## src/rtl/tick_step_ctrl_pkg.sv

```systemverilog
// tick_pkg: shared controller state encoding and debounce length presets for tick_step_ctrl.
package tick_pkg;
    typedef enum logic [1:0] {
        PAUSE = 2'd0,
        RUN   = 2'd1,
        STEP  = 2'd2,
        HALT  = 2'd3
    } ctrl_state_t;
    localparam int DEBOUNCE_SIM   = 4;
    localparam int DEBOUNCE_BOARD = 250_000;
endpackage

```

## src/rtl/tick_step_ctrl_btn_debounce.sv

```systemverilog
// btn_debounce: synchronizes a raw pushbutton, debounces it and emits a one-cycle press pulse.
module btn_debounce #(
    parameter int SYNC_STAGES     = 2,
    parameter int DEBOUNCE_CYCLES = 16
) (
    input  logic clk,
    input  logic rst,
    input  logic btn_raw,
    output logic btn_press
);
    localparam int CW = $clog2(DEBOUNCE_CYCLES + 1);
    logic [SYNC_STAGES-1:0] sync;
    logic [CW-1:0] cnt;
    logic db, db_d, s;
    assign s = sync[SYNC_STAGES-1];
    assign btn_press = db & ~db_d;
    // the counter only advances while the synchronized level disagrees with the accepted one
    always_ff @(posedge clk or posedge rst) begin
        if (rst) begin
            sync <= '0;
            cnt  <= '0;
            db   <= 1'b0;
            db_d <= 1'b0;
        end else begin
            sync <= {sync[SYNC_STAGES-2:0], btn_raw};
            db_d <= db;
            if (s == db) begin
                cnt <= '0;
            end else if (cnt == CW'(DEBOUNCE_CYCLES - 1)) begin
                cnt <= '0;
                db  <= s;
            end else begin
                cnt <= cnt + 1'b1;
            end
        end
    end
endmodule

```

## src/rtl/tick_step_ctrl.sv

```systemverilog
// tick_step_ctrl: turns divider rising edges into one-cycle cpu_en pulses under run/step/halt control.
// Defining TICK_STEP_CTRL_CNT_EN adds the tick_cnt issued-pulse counter.
module tick_step_ctrl
    import tick_pkg::*;
#(
    parameter int DEBOUNCE_CYCLES = 16,
    parameter int SYNC_STAGES     = 2,
    parameter int CNT_W           = 16
) (
    input  logic       clk,
    input  logic       rst,
    input  logic       slow_clk,
    input  logic       run_sw,
    input  logic       step_btn,
    input  logic       halt,
    input  logic       halt_clr,
    output logic       cpu_en,
    output logic [1:0] state_o
`ifdef TICK_STEP_CTRL_CNT_EN
    ,
    output logic [CNT_W-1:0] tick_cnt
`endif
);
    ctrl_state_t state, state_nx;
    logic s_q, s_q_d, rise, step_press;

    btn_debounce #(
        .SYNC_STAGES(SYNC_STAGES),
        .DEBOUNCE_CYCLES(DEBOUNCE_CYCLES)
    ) u_btn (
        .clk(clk),
        .rst(rst),
        .btn_raw(step_btn),
        .btn_press(step_press)
    );

    assign rise    = s_q & ~s_q_d;
    assign state_o = state;

    always_ff @(posedge clk or posedge rst) begin
        if (rst) begin
            s_q    <= 1'b0;
            s_q_d  <= 1'b0;
            cpu_en <= 1'b0;
        end else begin
            s_q    <= slow_clk;
            s_q_d  <= s_q;
            cpu_en <= rise & (state == RUN || state == STEP) & ~halt;
        end
    end

    always_ff @(posedge clk or posedge rst) begin
        if (rst) state <= PAUSE;
        else     state <= state_nx;
    end

    // halt wins everywhere; leaving HALT always lands in PAUSE
    always_comb begin
        state_nx = state;
        if (halt) begin
            state_nx = HALT;
        end else begin
            case (state)
                PAUSE:   state_nx = run_sw ? RUN : (step_press ? STEP : PAUSE);
                RUN:     state_nx = run_sw ? RUN : PAUSE;
                STEP:    state_nx = rise ? PAUSE : STEP;
                HALT:    state_nx = halt_clr ? PAUSE : HALT;
                default: state_nx = PAUSE;
            endcase
        end
    end

`ifdef TICK_STEP_CTRL_CNT_EN
    always_ff @(posedge clk or posedge rst) begin
        if (rst)         tick_cnt <= '0;
        else if (cpu_en) tick_cnt <= tick_cnt + 1'b1;
    end
`else
    logic unused_cnt_w;
    assign unused_cnt_w = ^CNT_W;
`endif
endmodule

```

## config.mk

```make
export PLATFORM = sky130hd
export DESIGN_NAME = tick_step_ctrl
export DESIGN_NICKNAME = d
export VERILOG_FILES = /design/src/rtl/tick_step_ctrl_pkg.sv /design/src/rtl/tick_step_ctrl_btn_debounce.sv /design/src/rtl/tick_step_ctrl.sv
export SDC_FILE = /design/constraint.sdc
export NUM_CORES = 1
export LEC_CHECK = 0
export BUFFER_PORTS_ARGS = -buffer_cell sky130_fd_sc_hd__buf_2
export CELL_PAD_IN_SITES_DETAIL_PLACEMENT = 1
export CELL_PAD_IN_SITES_GLOBAL_PLACEMENT = 2
export CORE_UTILIZATION = 34
export DETAILED_ROUTE_END_ITERATION = 6
export MAX_ROUTING_LAYER = met4
export PLACE_DENSITY_LB_ADDON = 0.1
export SYNTH_ARGS = -nofsm -noshare
export SYNTH_HDL_FRONTEND = slang
export SYNTH_SLANG_ARGS = --single-unit
```

## constraint.sdc

```tcl
create_clock -name clk -period 1.4 [get_ports clk]
set_input_delay 0.21 -clock clk [delete_from_list [all_inputs] [get_ports clk]]
set_output_delay 0.21 -clock clk [all_outputs]
set_load 0.1 [all_outputs]
```

**Yosys cells after proc, flatten, opt, wreduce, memory -nomap -nowiden**

Index checks and enable logic that the tools add are counted.

- Flip-flop bits (word level): 14
- Output and inout port bits: 3
- Input bits: 7
- Logic and storage cells: 34

- Add/subtract/negate cells: 1
- Equality and inequality tests: 5
- Bitwise operators: 8
- Mux-type cells: 9
- Reductions and logical operators: 3

Operators by type and width:

| operator | count |
|---|---|
| 2-to-1 mux 2 bit | 5 |
| 2-to-1 mux 5 bit | 2 |
| one-hot mux 2 bit (4 select lines) | 1 |
| adder 5 x 1 -> 5 bit, second input constant | 1 |
| == test 5 x 4 -> 1 bit, second input constant | 1 |
| bitwise AND 1 bit | 4 |
| == test 2 bit, second input constant | 2 |
| NOT 1 bit | 4 |
| == test 2 x 1 -> 1 bit, second input constant | 1 |
| logical NOT 2 bit | 1 |
| AND reduction 2 bit | 1 |
| == test 1 bit | 1 |
| logical OR 1 bit | 1 |
| 2-to-1 mux 1 bit | 1 |

**Longest topological paths before layout**

- Word-level depth: 6
- Mapped depth: 5

**Cells and area by module**

A second synthesis with hierarchy kept.

- Cell total of the unflattened synthesis: 47
- Area total of the unflattened synthesis: 580.6 µm²

By module, submodules not included:

| module | cells each | times used | area an instance (µm²) | seq. area each (µm²) |
|---|---|---|---|---|
| btn_debounce | 26 | 1 | 342.8 | 225.2 |
| tick_step_ctrl | 21 | 1 | 237.7 | 125.1 |

**Worst setup path before layout**

Ideal clock, no wire load.

- Path type: register to register
- Start point: register state[0] (netlist: state_o[0])
- End point: register state[1] (netlist: state_o[1])
- Stages on the path, launching flop included: 6
- Clock period less this slack: 1871 ps
- Arrival: 1747 ps
- Data required time: 1276 ps
- Slack: -471 ps
- Cells stage by stage: dfrtp_1 -> inv_1 -> ha_1 -> and4bb_2 -> a31oi_1 -> nand2_1

- Word-level cells in the longest chain between the ends: 3
- Elaborated cells on any way between the ends: 6
- Classes of those cells: 3 x eq/ne; 2 x mux; 1 x reduce/logical

Ends and longest elaborated chain:

| what | RTL line | source |
|---|---|---|
| from (decl) | tick_step_ctrl.sv:24 | `ctrl_state_t state, state_nx;` |
| from (signal assigned) | tick_step_ctrl.sv:54 | `else state <= state_nx;` |
| == test 2 bit, or another cell as far along | tick_step_ctrl.sv:63 | `case (state)` |
| one-hot mux 2 bit (4 select lines) (*) | tick_step_ctrl.sv:63 |  |
| 2-to-1 mux 2 bit (*) | tick_step_ctrl.sv:60 | `if (halt) begin` |
| via state_nx[1] | tick_step_ctrl.sv:24 |  |

The timed path passes the listed nets; every way through them passes the cells marked *.
A chain may end at the register's enable or synchronous reset.

**Worst setup path in the final report**

- Start point: register state[0] (netlist: state_o[0])
- End point: output state_o[0]

RTL lines:

| what | RTL line | source |
|---|---|---|
| to (decl) | tick_step_ctrl.sv:18 | `output logic [1:0] state_o` |

No word-level cell between the ends.

==> results.sh <==
export IMPL_outcome="completed"
export IMPL_synth_simple_area_share=0.151
export IMPL_worst_ep_required_time_ns=1.19
export IMPL_clockPowerShare=0.261
export IMPL_area_delta_synth_final_pct=18.5
export IMPL_rsz0062_at_grt="false"
export IMPL_final_cells=75
export IMPL_tns_ns=0
export IMPL_leakage_uw=0.000355
export IMPL_period_needed_ns=1.35
export IMPL_cts_hold_fix_buffers=1
export IMPL_swShare=0.289
export IMPL_hold_class="primary input to flip-flop"
export IMPL_antenna_found_initial=0
export IMPL_grt_pass1_wl_microns=1670
export IMPL_cp_max_fo=4
export IMPL_synth_seq_cells=14
export IMPL_crit_type="flip-flop to output pin"
export IMPL_grt_pass1_vias=403
export IMPL_yosys_warnings=0
export IMPL_netlist_instances=46
export IMPL_setup_viol=0
export IMPL_clock_root_buffer="clkbuf_4"
export IMPL_fin_skew_ns=0.00334
export IMPL_cts_clk_slew_worst_paths_ns=0.07
export IMPL_synth_cell_types=19
export IMPL_viasPerCell=4.80
export IMPL_switchingPower_uw=230
export IMPL_ctsLongestPathBuffers=2
export IMPL_worstSetupStartpointType="flip-flop"
export IMPL_ff2ff_setup_slack_ns=0.15
export IMPL_r2r_cells=5
export IMPL_dpl_cell_area_sq_um=657
export IMPL_ys_seq_area_frac=0.602
export IMPL_worstSetupStartpoint="state_o[0]"
export IMPL_critPathMaxStageDelay_ns=0.44
export IMPL_powerDensity_nw_per_um2=1160
export IMPL_dieHeight_microns=43.4
export IMPL_hold_viol_final=0
export IMPL_syn_nets=58
export IMPL_seqPwrFrac=0.561
export IMPL_drt_pass1_iterations=1
export IMPL_cp_data_arrival_time_ns=1.14
export IMPL_crit_chain="buf_2"
export IMPL_antenna_cells=0
export IMPL_remaining_drc_errors=0
export IMPL_core_sq_um=1560
export IMPL_drive_gt1_frac=0.407
export IMPL_drt_iter0_markers=0
export IMPL_p_int_uw=567
export IMPL_drv_slew=0
export IMPL_maxCapViolCount=0
export IMPL_post_cts_repair_setup_buffers=0
export IMPL_final_cell_area_sq_um=689
export IMPL_cp_end_kind="output pin"
export IMPL_dieWidth_microns=43.4
export IMPL_vias=360
export IMPL_fill_cells=175
export IMPL_crit_slowest_cell="dfrtp_4"
export IMPL_syn_cell_area_sq_um=582
export IMPL_max_freq_mhz=739
export IMPL_die_area_sq_um=1880
export IMPL_dp_cells=71
export IMPL_timing_hold_ws_ns=0.0435
export IMPL_grt_overflow=0
export IMPL_critical_path_top_delay_family="flip-flops"
export IMPL_synth_top_family_by_area="simple AND/OR/NAND/NOR gates"
export IMPL_pin_count=10
export IMPL_clock_sinks=14
export IMPL_cts_tree="yes"
export IMPL_gr_usage_all_layers=0.131
export IMPL_synth_area_per_cell_sq_um=12.6
export IMPL_total_power_uw=798
export IMPL_ir_drop_mv=0.453
export IMPL_crit_cells=1
export IMPL_cts_resized=0
export IMPL_grt_max_degree=15
export IMPL_synth_compound_area_frac=0.0430
export IMPL_final_period_utilization=0.966
export IMPL_initial_core_util=0.373
export IMPL_drt_total_wl_microns=920
export IMPL_clock_latency_ns=0.27
export IMPL_pwr_share_comb=0.177
export IMPL_cts_buffers=3
export IMPL_rr_endpoint="state_o[1]"
export IMPL_synth_xor_area_share=0.0452
export IMPL_io_buffers=9
export IMPL_rows=14
export IMPL_htreeDepth=1
export IMPL_place_hpwl_microns=763
export IMPL_gp_congestion=0.731
export IMPL_cp_endpoint="state_o[0]"
export IMPL_tightest_slew_ns=0.505
export IMPL_r2r_start="state_o[0]"
export IMPL_ant_nets=0
export IMPL_synthMuxAreaShare=0.0194
export IMPL_critical_path_buf_inv_count=1
export IMPL_max_slew_margin=0.663
export IMPL_fin_nets=73
export IMPL_synthAdderAreaFrac=0.108
export IMPL_route_detailed_wl_per_inst_microns=12.3
layer usage:
metal,vias up,GRT usage,share of wire
met5,-,-,0
met4,0,0.0563,0.0087
met3,2,0.0625,0.043
met2,7,0.215,0.51
met1,177,0.134,0.44
li1,174,-,-
final cells by class:
type	count	area (sq um)	share of cell area
clock buffer	3	22.5	0.0327
inverter	5	18.8	0.0272
multi-input combinational	27	215	0.312
sequential	14	358	0.519
tap	16	20.0	0.0290
timing repair buffer	10	55.1	0.0799
placed cells by master (no fill, tap or decap):
cell type / count
nor2_1: 3
mux2_1: 1
nor3b_1: 1
and4bb_2: 1
nand2b_1: 1
dfrtp_4: 2
clkbuf_4: 3
nand3_1: 1
o21ai_2: 1
and2_2: 1
xor2_1: 3
inv_1: 3
nor2_2: 2
and3_2: 1
ha_1: 4
ha_2: 1
nand2_1: 2
o21ai_0: 1
inv_2: 2
a21oi_1: 1
nand3_2: 1
a31oi_1: 1
dlygate4sd3_1: 1
dfrtp_1: 12
buf_2: 9
how the worst min path moves through the flow:
stage | start | to | slack (ns) | cells past startpoint
floorplan | rst | cpu_en | 0.1 | 1
global placement | rst | s_q_d | 0.25 | 2
detailed placement | rst | s_q | 0.27 | 2
CTS | slow_clk | s_q | 0.03 | 1
global route | slow_clk | s_q | 0.03 | 1
finish | slow_clk | s_q | 0.04 | 1
power groups by stage:
| stage | Clock, uW | Sequential [uW] | Combinational [uW] |
|---|---|---|---|
| floorplan | 0 | 515 | 48.1 |
| finish | 208 | 448 | 142 |
| CTS | 224 | 448 | 144 |
| global placement | 0 | 453 | 136 |
| global route | 244 | 451 | 153 |
| detailed placement | 0 | 457 | 142 |
cell usage after synthesis, drive strengths merged:
| library cell | instances | area (sq um) |
|---|---|---|
| mux2 | 1 | 11.3 |
| dfrtp | 14 | 350 |
| ha | 5 | 62.6 |
| nor3b | 1 | 7.51 |
| a21oi | 1 | 5.00 |
| nand2b | 1 | 6.26 |
| inv | 5 | 18.8 |
| nand3 | 2 | 15.0 |
| and4bb | 1 | 12.5 |
| xor2 | 3 | 26.3 |
| nor2 | 5 | 23.8 |
| nand2 | 2 | 7.51 |
| o21ai | 2 | 13.8 |
| a31oi | 1 | 6.26 |
| and3 | 1 | 7.51 |
| and2 | 1 | 7.51 |
logic make-up (layout without fill, tap and decap cells):
logic type                 after synthesis  count (layout)
DFF                                     14              14
and+or+nand+nor                         14              14
adders and majority gates                5               5
buffers and inverters                    5              18
AOI/OAI and AO/OA                        4               4
xor gates and xnor gates                 3               3
muxes                                    1               1
registers in the layout, indices dropped and copies added, names as in the netlist:
register and cells:
cpu_en 1, s_q 1, s_q_d 1, state_o 2, u_btn.cnt 5, u_btn.db 1
u_btn.db_d 1, u_btn.sync 2
through the flow:
| stage | util | setup slack, ns |
|---|---|---|
| after floorplan | - | 0.0145 |
| after global placement | 0.421 | 0.210 |
| after detailed placement | 0.421 | 0.145 |
| after CTS | 0.442 | 0.0287 |
| after global routing | 0.442 | 0.00638 |
| final | 0.442 | 0.0469 |
Power figures use the tool's default switching activity.
